$ cat config.mk
export PLATFORM = sky130hd
export DESIGN_NAME = rf_bank_responder
export DESIGN_NICKNAME = d
export VERILOG_FILES = /design/src/rtl/rf_bank_responder.sv
export SDC_FILE = /design/constraint.sdc
export NUM_CORES = 1
export LEC_CHECK = 0
export ABC_CLOCK_PERIOD_IN_PS = 2590
export BUFFER_PORTS_ARGS = -buffer_cell sky130_fd_sc_hd__buf_2
export CAP_MARGIN = 20
export CORE_ASPECT_RATIO = 1.2
export CORE_UTILIZATION = 50
export DETAILED_ROUTE_END_ITERATION = 6
export GPL_TIMING_DRIVEN = 0
export PLACE_DENSITY = 0.63
export SETUP_SLACK_MARGIN = 0.1
export SYNTH_ARGS = -nofsm -noshare
export SYNTH_HDL_FRONTEND = slang
export SYNTH_SLANG_ARGS = --single-unit
$ cat constraint.sdc
create_clock -name clk -period 2.59 [get_ports clk]
set_clock_uncertainty 0.2 [all_clocks]
set_input_delay 0.3885 -clock clk [delete_from_list [all_inputs] [get_ports clk]]
set_output_delay 0.3885 -clock clk [all_outputs]
set_load 0.03 [all_outputs]
$ cat src/rtl/rf_bank_responder.sv
// Register-file bank responder: queues tagged row reads, arbitrates the single array
// port between CDB writes (priority) and queued reads, and returns tagged row data.
module rf_bank_responder #(
    parameter int DATA_W     = 32,
    parameter int ROWS       = 8,
    parameter int FIFO_DEPTH = 4,
    parameter int STARVE_MAX = 3
) (
    input  logic                     clk,
    input  logic                     rst,
    input  logic                     req_vld,
    input  logic [$clog2(ROWS)-1:0]  req_row,
    input  logic [1:0]               req_ocid,
    input  logic                     req_opnd,
    input  logic                     wr_en,
    input  logic [$clog2(ROWS)-1:0]  wr_row,
    input  logic [DATA_W-1:0]        wr_data,
    output logic [DATA_W-1:0]        bk_data,
    output logic                     bk_vld,
    output logic [1:0]               bk_ocid,
    output logic                     bk_opnd,
    output logic                     bk_bz,
    output logic                     cdb_bz
);

    localparam int ROW_W = $clog2(ROWS);
    localparam int PTR_W = $clog2(FIFO_DEPTH);
    localparam int CNT_W = $clog2(FIFO_DEPTH + 1);
    localparam int SC_W  = $clog2(STARVE_MAX + 1);
    localparam int ENT_W = ROW_W + 3;

    // Request queue storage: {row, ocid, opnd}
    logic [ENT_W-1:0]  r_fifo [FIFO_DEPTH];
    logic [PTR_W-1:0]  r_wr_ptr;
    logic [PTR_W-1:0]  r_rd_ptr;
    logic [CNT_W-1:0]  r_count;
    logic              r_bk_bz;

    logic [DATA_W-1:0] r_mem [ROWS];

    logic [SC_W-1:0]   r_starve;
    logic              r_cdb_bz;

    logic [DATA_W-1:0] r_bk_data_p1;
    logic [1:0]        r_bk_ocid_p1;
    logic              r_bk_opnd_p1;
    logic              r_vld_p1;

    logic              w_push;
    logic              w_nonempty;
    logic              w_pop;
    logic              w_blocked;
    logic [CNT_W-1:0]  w_count_nxt;
    logic [ENT_W-1:0]  w_head;
    logic [ROW_W-1:0]  w_head_row;
    logic [1:0]        w_head_ocid;
    logic              w_head_opnd;
    logic [SC_W-1:0]   w_starve_inc;

    // bk_bz is the registered full flag, so a full queue rejects even when a pop coincides.
    assign w_push       = req_vld && !r_bk_bz;
    assign w_nonempty   = (r_count != '0);
    assign w_pop        = !wr_en && w_nonempty;
    assign w_blocked    = wr_en && w_nonempty;
    assign w_head       = r_fifo[r_rd_ptr];
    assign w_head_row   = w_head[ENT_W-1 -: ROW_W];
    assign w_head_ocid  = w_head[2:1];
    assign w_head_opnd  = w_head[0];
    assign w_starve_inc = r_starve + SC_W'(1);

    always_comb begin
        w_count_nxt = r_count;
        if (w_push && !w_pop) begin
            w_count_nxt = r_count + CNT_W'(1);
        end else if (!w_push && w_pop) begin
            w_count_nxt = r_count - CNT_W'(1);
        end
    end

    always_ff @(posedge clk) begin
        if (w_push) begin
            r_fifo[r_wr_ptr] <= {req_row, req_ocid, req_opnd};
        end
    end

    // Stage p0 -> p1: array port arbitration, queue bookkeeping, registered return
    always_ff @(posedge clk) begin
        if (rst) begin
            r_wr_ptr     <= '0;
            r_rd_ptr     <= '0;
            r_count      <= '0;
            r_bk_bz      <= 1'b0;
            r_starve     <= '0;
            r_cdb_bz     <= 1'b0;
            r_vld_p1     <= 1'b0;
            r_bk_data_p1 <= '0;
            r_bk_ocid_p1 <= '0;
            r_bk_opnd_p1 <= 1'b0;
            for (int i = 0; i < ROWS; i++) begin
                r_mem[i] <= '0;
            end
        end else begin
            if (w_push) begin
                r_wr_ptr <= r_wr_ptr + PTR_W'(1);
            end
            if (w_pop) begin
                r_rd_ptr <= r_rd_ptr + PTR_W'(1);
            end
            r_count <= w_count_nxt;
            r_bk_bz <= (w_count_nxt == CNT_W'(FIFO_DEPTH));

            if (wr_en) begin
                r_mem[wr_row] <= wr_data;
            end

            r_vld_p1 <= w_pop;
            if (w_pop) begin
                r_bk_data_p1 <= r_mem[w_head_row];
                r_bk_ocid_p1 <= w_head_ocid;
                r_bk_opnd_p1 <= w_head_opnd;
            end

            if (w_blocked) begin
                if (w_starve_inc == SC_W'(STARVE_MAX)) begin
                    r_starve <= '0;
                    r_cdb_bz <= 1'b1;
                end else begin
                    r_starve <= w_starve_inc;
                    r_cdb_bz <= 1'b0;
                end
            end else begin
                r_starve <= '0;
                r_cdb_bz <= 1'b0;
            end
        end
    end

    assign bk_data = r_bk_data_p1;
    assign bk_vld  = r_vld_p1;
    assign bk_ocid = r_bk_ocid_p1;
    assign bk_opnd = r_bk_opnd_p1;
    assign bk_bz   = r_bk_bz;
    assign cdb_bz  = r_cdb_bz;

endmodule
Yosys cells after proc, flatten, opt, wreduce, memory -nomap -nowiden
Memories as Yosys holds them, arrays and structs flattened. A register that Yosys moved wholly into a read port is not among the register bits.
Index checks and enable logic that the tools add are counted.
W data, S select, Z words.
Storage, ports and cells
  RAM bits: 280
  register bits after elaboration: 15
  word-level logic and storage cells: 47
  memories: 2
Memory list
  r_mem: depth 8, bits a word 32, read ports 1, clocked after Yosys merged registers in 1, write ports 8, line 39  | logic [DATA_W-1:0] r_mem [ROWS];
  r_fifo: depth 4, bits a word 6, read ports 1, clocked after Yosys merged registers in 1, write ports 1, line 33  | logic [ENT_W-1:0] r_fifo [FIFO_DEPTH];
Cells by class
  add/subtract/negate cells: 5
  reductions and logical operators: 13
  equal/unequal tests: 2
  bitwise operators: 1
  multiplexer cells: 15
Operator list (count)
  $mux W32: 1
  $reduce_or A32 Y1: 1
  $mux W1: 9
  $mux W3: 3
  $add A2 B1 Y2 const B: 3
  $logic_and A1 B1 Y1: 5
  $logic_not A1 Y1: 4
  $mux W2: 2
  $add A3 B1 Y3 const B: 1
  $eq A3 B3 Y1 const B: 1
  $reduce_bool A3 Y1: 1
  $reduce_or A3 Y1: 1
  $sub A3 B1 Y3 const B: 1
  $eq A2 B2 Y1 const B: 1
  $reduce_or A2 Y1: 1
  $not A1 Y1: 1

Logic depth before layout (Yosys ltp)
Gate-level depths: netlist of the first run.
  word-level depth: 7
  gate-level depth with buffers: 9
  gate-level depth less buffers: 7

Least setup slack after synthesis of the first run
OpenSTA, ideal clock, no wires.
  kind: input -> register
  from: input rst
  to: memory r_mem[0][0], enable pin
  setup slack: 0.142 ns
  stages on the path: 5
  data required time: 2.015 ns
  buffers on the path: 1
  data arrival time: 1.874 ns
  cells stage by stage: clkbuf_1 nand2b_1 or2_2 nor3_1 or2_2
RTL lines
  from (decl): line 10  | input logic rst,
  to (decl): line 39

==> summary.md, run 1 <==
The worst setup path is launched from a flop. TritonCTS built the clock tree. The fraction of registers with async set or reset after synthesis was 0; the count of pins on the block boundary was 83.

The worst setup path is of the flop to flop kind. Along the worst path, the maximum fanout reaches 10. Relative to the synthesized area, the layout overhead comes to 14.9%. Counting every sink on the clock net gives 329.

The run finished, with violations left. The endpoint identified for the worst register-to-register timing path is bk_data[12]. After the last flow step, the layout net total stands at 1186. Fraction of the cycle the final worst path needs: 0.998. The normalized max-slew margin came out at 0.230.

The initial core utilization is 0.512, and the cell area after placement is 0.0153 mm^2. Hold timing on the final database bottoms out at a slack of 0.0310 ns. The synthesized netlist occupies a cell area of 0.0144 mm^2. Counting along the longest clock path gives a buffer depth of 3.

First-pass GRT wire length: 51600 um. For the number of cells produced by synthesis, the log shows 1005. The post-synthesis register bit count is 329, and the via-per-instance ratio is 5.52.

The number of filler cells placed in the layout is 2259. The number of levels the H-tree was split into is 2. The via count of the first global-routing pass was 8773; the overall via count from detail_route was 8505.

The later pin in the worst-skew pair is clocked with a latency of 0.51 ns. The final hold violation count came out at 0. The final reports fail on design-rule violations. The depth of the most critical reg-to-reg path was 7.

The core region is 0.0281 mm^2. Clock-pin slew was measured on the worst setup and hold paths at 0.06 ns. The worst path arrival time was 2.74 ns; the overall global routing resource usage was 0.242.

Along the worst hold path, the cell count comes to 2. The proportion of layout cells with a drive suffix above 1 came out at 0.264. At the end of routability-driven placement, the weighted congestion stood at 0.798.

The mean instance size in the synthesized netlist works out to 14.3 um^2. In this run, distinct cell masters in the synthesized netlist total 33. The cell total after placement came out at 1466. The pre-antenna-repair detailed-routing pass consisted of 7 iterations. Setup violations remaining at the end of the flow were counted as 0. The number of synthesized flops with an enable pin was 280.

Post-DP HPWL: 20700 um. The worst-case vdd ir drop was 0.000596 V; the final routed DRC violation total was 6. Summing all flip-flop and latch instances after layout gives 0.00939 mm^2. The multi-input logic area came out at 0.00469 mm^2. The worst hold path terminates at r_mem[5][11]. The die covers 0.0294 mm^2. The die width was 157 um; the initial antenna violation count was 4.

The classification of the worst-slack hold path was primary input to flop. The max-capacitance violation count is 0. The tools report the portion of the post-synthesis area used by sequential elements as 0.653. CTS placed an instance of sky130_fd_sc_hd__clkbuf_16 at the clock tree root.

Leaving out fill and tap cells, the most frequent cell in the layout is sky130_fd_sc_hd__edfxtp_1. The number of warnings reported in the yosys synthesis log is 0, and the power per cell area is 968 mW/mm^2. The tools report the count of placed standard cells in the final layout, fillers left out as 1541. The logs give 0 for the total overflow reported by the global router and 33 for the largest net degree at the start of global routing.

Setup repair after global routing could not meet its margin everywhere. The most used flip-flop cell after synthesis is sky130_fd_sc_hd__edfxtp_1. The critical path endpoint category is a flop. For the pin with the worst max-slew slack, the measured transition is 1.16 ns. The worst path required time is 2.75 ns. The share of the core filled with cells came out at 0.588. The run gives 35 as the total clock buffers created by CTS. The top cell types in the final layout, fill and taps aside, are 280 x sky130_fd_sc_hd__edfxtp_1, 261 x sky130_fd_sc_hd__and2_1, 95 x sky130_fd_sc_hd__mux2_2.

The net count after synthesis was 1058; the post-route minimum period was 2.58 ns. The number of max-slew violations in the final report is 0. The DRC marker count from the first detailed-route iteration was 568; the maximum clock rate was 387 MHz. The floorplan has 67 rows. Measured along the y axis, the die boundary spans 188 um. After routing the design area is 0.0165 mm^2. The static leakage came out at 0.00605 uW. The worst hold path begins at wr_data[11]. The run gives 0 as the number of nets with antenna violations after routing.

The number of I/O port buffers came out at 81. Routed wire length per instance: 22.5 um. Setup total negative slack on the finished layout was measured at 0 ns. Setup slack on the worst reg-to-reg path comes out at 0.006 ns. The routed design has 34700 um of wire.
-- report_power, final --
group          internal, uW  total (uW)  switching, uW
Sequential             6320        6540            225
Combinational          1970        4810           2840
Clock                  2670        4640           1970
Total                 11000       16000           5040
-- worst max-delay path, stage by stage, from the launching register on --
cell and delay (ns):
sky130_fd_sc_hd__dfxtp_1 0.32, sky130_fd_sc_hd__buf_6 0.11, sky130_fd_sc_hd__mux4_2 0.54, sky130_fd_sc_hd__buf_8 0.18
sky130_fd_sc_hd__buf_8 0.16, sky130_fd_sc_hd__mux2_4 0.30, sky130_fd_sc_hd__a222oi_1 0.48, sky130_fd_sc_hd__a211oi_1 0.13
-- synth_stat cells (4+ instances only) --
cell                         n  area, um^2
sky130_fd_sc_hd__buf_2       7        35.0
sky130_fd_sc_hd__clkbuf_1   51         191
sky130_fd_sc_hd__mux2_2     95        1070
sky130_fd_sc_hd__buf_6       4        45.0
sky130_fd_sc_hd__a222oi_1   32         320
sky130_fd_sc_hd__mux4_2      6         135
sky130_fd_sc_hd__xnor2_1     5        43.8
sky130_fd_sc_hd__a211oi_1   34         255
sky130_fd_sc_hd__nor2_1     50         188
sky130_fd_sc_hd__inv_1       6        22.5
sky130_fd_sc_hd__edfxtp_1  280        8410
sky130_fd_sc_hd__mux2_4     24         360
sky130_fd_sc_hd__nand2_1     9        33.8
sky130_fd_sc_hd__and2_1    261        1630
sky130_fd_sc_hd__ha_1        8         100
sky130_fd_sc_hd__mux2_1      9         101
sky130_fd_sc_hd__a21oi_1    36         180
sky130_fd_sc_hd__dfxtp_1    49         981
sky130_fd_sc_hd__or2_2      10        62.6
-- area by class of cell --
class,count,area share
Buffer,67,0.0232
Timing Repair Buffer,90,0.0303
Clock buffer,49,0.0574
Clock inverter,15,0.00629
Multi-Input combinational cell,604,0.284
Sequential cell,329,0.569
Inverter,6,0.00136
Tap cell,379,0.0287
Antenna cell,2,0.000303
-- per-stage QoR --
step	worst slack [ns]	power, uW
finish	0.00569	16000
global route	-0.120	16600
CTS	-0.0470	16000
detailed placement	-0.800	11300
global placement	-1.23	11200
floorplan	0.142	9820
-- how the worst max path moves through the flow --
stage          startpoint           end  slack, ns  cells past startpoint
6_report             flop   bk_data[12]      0.006                      7
5_1_grt              flop   bk_data[29]      -0.12                      7
4_1_cts              flop   bk_data[29]      -0.05                      7
3_5_place_dp          rst  r_mem[0][24]      -0.80                      6
3_3_place_gp          rst  r_mem[0][24]      -1.23                      5
2_1_floorplan         rst   r_mem[0][0]       0.14                      5
-- per-layer routing --
layer / global-route usage / share of wire / vias to the layer above
met3: 0.0418 / 0.058 / 57
met5: 0 / 0.00066 / -
met2: 0.415 / 0.50 / 249
met1: 0.311 / 0.42 / 4247
met4: 0.0781 / 0.024 / 4
li1: - / - / 3948
-- sequential cells by signal (all words and copies together), names as in the netlist, named ones only --
name and cells:
bk_vld 1, bk_data 32, r_mem 256, bk_bz 1
r_wr_ptr 2, cdb_bz 1, r_rd_ptr 2, r_count 3
bk_opnd 1, r_fifo 24, bk_ocid 2, r_starve 2
-- timing repair --
item                                    in CTS  in global routing
endpoints found under the setup margin     167                114
gates cloned                                 1                  1
buffers inserted                             2                  0
hold endpoints to repair                    24                  0
hold buffers                                 6                  0
resized for setup                           35                 20
pin swaps                                   15                 20
-- logic make-up after synthesis --
family | synth area share
AOI/OAI and AO/OA | 0.0548
xor gates and xnor gates | 0.00366
adders and majority gates | 0.00697
buffers and inverters | 0.0241
DFF | 0.653
muxes | 0.116
and+or+nand+nor | 0.141
Note: power is estimated with default switching activity, not from simulation.
==> run 2, diff against run 1 <==
PLACE_DENSITY = 0.67   (was 0.63)
==> run 2 against run 1 <==
Compared with the run above:
- the run ends with negative setup slack left
- via count is 0.91% higher
- total power is 3.8% higher
- setup slack got worse by 0.034 ns
- global-route usage grew 0.074 points
- largest cell class unchanged
- highest routed layer is now met4
- cell count rose by 0.39%
- flip-flop and latch count unchanged
- die area is the same
- hold slack improved by 0.0066 ns
- largest power group unchanged
- fmax is 1.3% lower
- first-iteration DRC count grew 30%
==> summary.md, run 2 (same netlist as run 1, synthesis figures left out) <==
The proportion of layout cells with a drive suffix above 1 was 0.277. The critical path's most frequent cell was sky130_fd_sc_hd__buf_12. The tree is rooted in a sky130_fd_sc_hd__clkbuf_16.

The global routing met3 resource utilization came out at 0.0467. In this design, the stage delay of the slowest critical-path cell is 0.57 ns. The tools report the met2 capacity usage during global routing as 0.416. The run finished, with violations left. Max-capacitance violation count: 0. The pre-CTS setup slack came out at -0.942 ns.

VDD sags by at most 0.000642 V. The tools report the total clock buffers created by CTS as 34. The floorplan step defined a die boundary enclosing 0.0294 mm^2. The detailed router placed 8582 vias in this run.

The first global-routing pass estimated 52200 um of wire. The initial core utilization is 0.512. The critical path goes through buf_6 -> mux4_2 -> buf_12 -> buf_12 -> buf_12 -> mux2_4 -> a222oi_1 -> a211oi_1. The classification of the worst-slack hold path is primary input to flop. The largest individual stage delay along the critical path comes from the cell sky130_fd_sc_hd__mux4_2.

The tools report the number of max-slew violations in the final report as 0. The critical path is of the flop to flop type. The setup-violating endpoint count in the final report was 3. The global-route met1 utilization is 0.307. Post-layout instance area: 0.0168 mm^2. The run gives -0.0285 ns as the worst path setup slack after routing. Maximum fanout along the worst path: 6.

The first detailed-routing pass ran for 5 iterations. The internal reg-to-reg setup slack is -0.03 ns. TritonCTS built the clock tree.

The run gives 2 as the initial antenna violation count. The overall global routing resource usage was 0.243; the fraction of the cycle the final worst path needs was 1.01. The number of I/O port buffers works out to 81. Power comes to 16600 uW. Transition at the pin with the smallest max-transition slack: 1.06 ns. After detailed routing, the average wire length per cell comes to 22.3 um. Static timing analysis puts the maximum clock frequency at 382 MHz. STA puts the critical path data required time at 2.74 ns. The core region is 0.0281 mm^2.

In this run the deepest clock path goes through 3 buffers. The congestion estimate from routability-driven global placement came to 0.791. The relative area change from synthesis to final layout is 16.8%, and the flip-flop count of the largest register after layout is 256. The floorplan has 67 rows.

The final layout contains 1193 nets. The final reports fail on negative setup slack. After clock tree synthesis, the clock-pin slew on the worst setup and hold paths is 0.06 ns.

Leaving out fill and tap cells, the most frequent cell in the layout is sky130_fd_sc_hd__edfxtp_1. Setup repair after global routing could not meet its margin everywhere. The H-tree was split into 2 levels. The routed wire length is 34500 um. In this run the count of I/O pins placed on the die edge is 83. The tools report the DRC marker count from the first detailed-route iteration as 740. Global-route layer with the greatest usage: met2. The number of nets with antenna violations after routing was 0; the final routed DRC violation total was 0. The register with the most flip-flops is r_mem. Die height: 188 um. The static leakage came out at 0.00623 uW. The logs give 20400 um for the post-DP HPWL and 0 for the final hold violation count. The logs give 0.296 for the normalized max-slew margin and 0.0376 ns for the worst hold margin.

Measured along the x axis, the die boundary spans 157 um. The tools report the type of origin of the critical path as a flop. The tools report the clock insertion delay at the later pin of the skew report as 0.51 ns.

The tools report the count of clock tree sinks as 329. STA puts the critical path data arrival time at 2.77 ns. In the layout the commonest cells are 280 x sky130_fd_sc_hd__edfxtp_1, 261 x sky130_fd_sc_hd__and2_1, 89 x sky130_fd_sc_hd__buf_2. Using the TritonRoute via totals, the vias-per-cell ratio works out to 5.55.

The worst setup path is captured at a flop. Entering global routing, the biggest net connects 33 pins. Dividing total power by cell area gives a power density of 989 mW/mm^2. The post-route minimum period works out to 2.62 ns.

In this run the cell area measured after placement is 0.0152 mm^2. Global routing finished with a remaining overflow of 0. Via count of the first global-routing pass: 8783.
[run 2: changes by cell type in the layout (fill, tap and decap cells not counted), moves of 4 or more]
cell and delta:
sky130_fd_sc_hd__buf_12 +6, sky130_fd_sc_hd__clkbuf_2 +7, sky130_fd_sc_hd__mux2_1 -6, sky130_fd_sc_hd__mux2_4 +13, sky130_fd_sc_hd__or2_4 -4, sky130_fd_sc_hd__clkbuf_4 -9
sky130_fd_sc_hd__buf_6 +4, sky130_fd_sc_hd__mux2_2 -7
[run 2: final timing paths]
check                   start           end  depth (start not counted)
setup / recovery         flop   bk_data[27]                          8
hold reg to reg   r_starve[0]   r_starve[0]                          1
hold / removal    wr_data[15]  r_mem[1][15]                          2
setup reg to reg         flop   bk_data[27]                          8
[run 2: final cells by class]
class | instances | area [um^2]
fillers | 2175 | 11300
well taps | 379 | 474
multi-input cells | 602 | 4720
repair buffers | 102 | 671
inverters | 6 | 22.5
clock inverters | 11 | 100
flip-flops and latches | 329 | 9390
plain buffers | 65 | 389
diodes | 2 | 5.00
clock buffers | 51 | 1020
[run 2: metal layers]
metal | up-vias | share of wire
met5 | - | 0
met4 | 0 | 0.028
met3 | 59 | 0.061
met2 | 307 | 0.50
met1 | 4245 | 0.41
li1 | 3971 | -
[run 2: what timing repair did]
item / in CTS / in global routing
pin swaps: 34 / 21
setup endpoints to repair: 175 / 69
cloned: 4 / 0
endpoints found under the hold margin: 24 / 0
hold buffers: 6 / 0
buffers inserted: 7 / 6
resized for setup: 52 / 30
[run 2: where the power goes]
| group | internal, uW | leakage [uW] | switching (uW) |
|---|---|---|---|
| clock | 2920 | 0.000551 | 1970 |
| sequential | 6320 | 0.00308 | 233 |
| combinational | 2260 | 0.00260 | 2910 |
[run 2: per-stage QoR]
| step | util | std cells | TNS, ns |
|---|---|---|---|
| final | 0.598 | 1547 | -0.0611 |
| after global routing | 0.598 | 1545 | -0.986 |
| after CTS | 0.597 | 1544 | -0.709 |
| after detailed placement | 0.543 | 1465 | -129.90 |
| after global placement | 0.543 | 1465 | -132.82 |
| after floorplan | - | 1005 | 0 |
[run 2: critical path, delay by kind of cell, from the launching register on]
family                 cells  cell delay [ns]
DFF                        1             0.32
buffers and inverters      4             0.56
AOI/OAI and AO/OA          2             0.52
muxes                      2             0.86
==> run 3, diff against run 2 <==
BUFFER_PORTS_ARGS = not set   (was -buffer_cell sky130_fd_sc_hd__buf_2)
CORE_ASPECT_RATIO = 1.75   (was 1.2)
DONT_BUFFER_PORTS = 1   (was not set)
PLACE_DENSITY = not set   (was 0.67)
==> run 3 against run 2 <==
Compared with the run above:
- the flow still finishes with violations (negative setup slack)
- largest power group unchanged
- critical path depth fell by 1
- flip-flop and latch count stayed put
- critical endpoint is now bk_data[28]
- sequential share of layout area up 1.5 points
- utilization decreased by 1.5 points
- highest routed layer unchanged
==> summary.md, run 3 (same netlist as run 1, synthesis figures left out) <==
Setup repair after global routing could not meet its margin everywhere. The cell chosen for the clock root was sky130_fd_sc_hd__clkbuf_16. Number of nets with antenna violations after routing: 0. The slowest cell on the critical path was sky130_fd_sc_hd__mux4_2.

Number of levels the H-tree was split into: 1. The worst-case IR drop observed on VDD is 0.000566 V. In this run the power spent charging and discharging nets is 4970 uW.

Post-route minimum period: 2.59 ns. The critical path goes through buf_6 -> mux4_2 -> buf_8 -> buf_6 -> mux2_4 -> a222oi_1 -> a211oi_1. Detailed routing placed a total of 19100 um of wire on met2.

The routed layout has 8410 vias. In the layout the commonest cells are 280 x sky130_fd_sc_hd__edfxtp_1, 261 x sky130_fd_sc_hd__and2_1, 95 x sky130_fd_sc_hd__mux2_2. The tools report the setup-violating endpoint count in the final report as 2. TritonCTS built the clock tree. The tools report the wire length on met3 as 1900 um. By startpoint and endpoint, the worst setup path is classified as flop to flop. Measured along the x axis, the die boundary spans 130 um. The final reports fail on negative setup slack. Counting every sink on the clock net gives 329. For this run, the slowest stage of the critical path takes 0.55 ns.

The fraction of the cycle the final worst path needs is 1.00, and the post-DP HPWL is 21900 um. The internal power of the cells totals 10600 uW. Uppermost metal layer occupied by signal nets: met4. The overall global routing resource usage is 0.255. Counting stages on the worst path, the most repeated cell is sky130_fd_sc_hd__buf_6. In this run the static leakage power is 0.00581 uW. Power per cell area: 950 mW/mm^2. Entering global routing, the biggest net connects 33 pins. For this run, design rule violations remaining after detail routing come to 0. The share of the core filled with cells was 0.583. STA classifies the critical path startpoint as a flop. The initial antenna violation count is 1, and the core area is 0.0281 mm^2. The logs give 0 for the final hold violation count and -0.901 ns for the pre-CTS setup slack. The clock reaches the later pin of the worst-skew pair after 0.57 ns.

The filler cells instantiated in the layout total 2286. The run gives 13900 um as the met1 routed wirelength after detailed routing. Summed over all layers, the routed wires come to 36200 um. Number of I/O port buffers: 0. The first TritonRoute pass finished after 5 iterations. The die is 226 um tall. The maximum fanout along the worst path is 10, and the sequential fraction of design power is 0.450.

The DRC marker count from the first detailed-route iteration came out at 583. The relative area change from synthesis to final layout is 13.8%, and the routability-driven placement congestion ratio is 0.755. The number of buffers and inverters on the critical path is 3. The run gives 0.267 as the fraction of power consumed by combinational cells.

Leading cell type in the layout, fill and taps excluded: sky130_fd_sc_hd__edfxtp_1. The run finished, with violations left. The tools report the net count of the finished layout as 1134. The worst path setup slack after routing came out at -0.00166 ns.

Flip-flop count of the largest register after layout: 256. Using the TritonRoute via totals, the vias-per-cell ratio works out to 5.69. The clock passes through at most 3 buffers. The tools report the worst path required time as 2.80 ns.

For the cell area after placement, the log shows 0.0148 mm^2. The logs give 0.323 for the normalized max-slew margin and 30 for the total clock buffers created by CTS. In this run the worst hold path is classified as primary input to flop. The tools report the critical path endpoint category as a flop.

The register cell area after layout is 0.00939 mm^2. After clock tree synthesis, the clock-pin slew on the worst setup and hold paths is 0.07 ns. The die covers 0.0294 mm^2. After floorplanning, the core was divided into 81 placement rows. 83 I/O pins were placed.

Power comes to 15500 uW. The switching share of power is 0.320, and the multi-input logic area is 0.00468 mm^2. The number of max-slew violations in the final report is 0, and the transition at the pin with the smallest max-transition slack is 1.02 ns.

The tools report the maximum clock rate as 386 MHz. The register with the most flip-flops was r_mem. Max-cap violations in this run came to 0. Among cell families on the critical path, the largest total delay comes from multiplexers. The total overflow reported by the global router came out at 0. The first global-routing pass estimated 53000 um of wire. The routed wire length per instance was 24.5 um; the relative contribution of the clock network to total power was 0.282. After routing the design area is 0.0164 mm^2. The proportion of layout cells with a drive suffix above 1 came out at 0.203. Data on the critical path arrives at its endpoint at 2.81 ns. Via count of the first global-routing pass: 8481. The initial core utilization came out at 0.512.
[run 3: cell type report]
class / count / area share
well taps: 373 / 0.0285
clock inverters: 12 / 0.00497
diodes: 1 / 0.000153
inverters: 6 / 0.00138
flip-flops and latches: 329 / 0.574
plain buffers: 67 / 0.0229
clock buffers: 44 / 0.0541
repair buffers: 44 / 0.0279
multi-input cells: 603 / 0.286
[run 3: through the flow]
stage	cells	setup TNS, ns	hold WS [ns]
after floorplan	1005	0	0.200
after detailed placement	1378	-156.20	0.214
after CTS	1477	-0.0603	0.0107
after global placement	1378	-157.72	0.210
after global routing	1479	-0.223	0.0349
final	1479	-0.00310	0.0502
[run 3: worst paths after layout]
check	start	to	slack [ns]	cells past startpoint
max	flop	bk_data[28]	-0.002	7
min reg2reg	r_starve[0]	r_starve[0]	0.23	1
max reg2reg	flop	bk_data[28]	-0.002	7
min	wr_row[0]	r_mem[2][0]	0.05	2
[run 3: what timing repair did]
action                                  in CTS  in global routing
hold buffers                                42                  0
pin swaps                                   16                 13
gates cloned                                 1                  0
resized for setup                           33                  8
endpoints found under the hold margin      285                  0
endpoints found under the setup margin     134                132
setup buffers                                1                  0
[run 3: per-layer routing]
metal / vias to the layer above / global-route usage
li1: 3842 / -
met1: 4262 / 0.297
met2: 239 / 0.453
met3: 67 / 0.0420
met4: 0 / 0.112
met5: - / 0
[run 3: power by group through the flow]
| stage | logic [uW] | registers [uW] | clock network, uW |
|---|---|---|---|
| 2_1_floorplan | 2810 | 7010 | 0 |
| 3_3_place_gp | 3920 | 7100 | 0 |
| 3_5_place_dp | 3930 | 7120 | 0 |
| 4_1_cts | 4160 | 7010 | 4440 |
| 5_1_grt | 4410 | 7070 | 4630 |
| 6_report | 4150 | 7000 | 4390 |
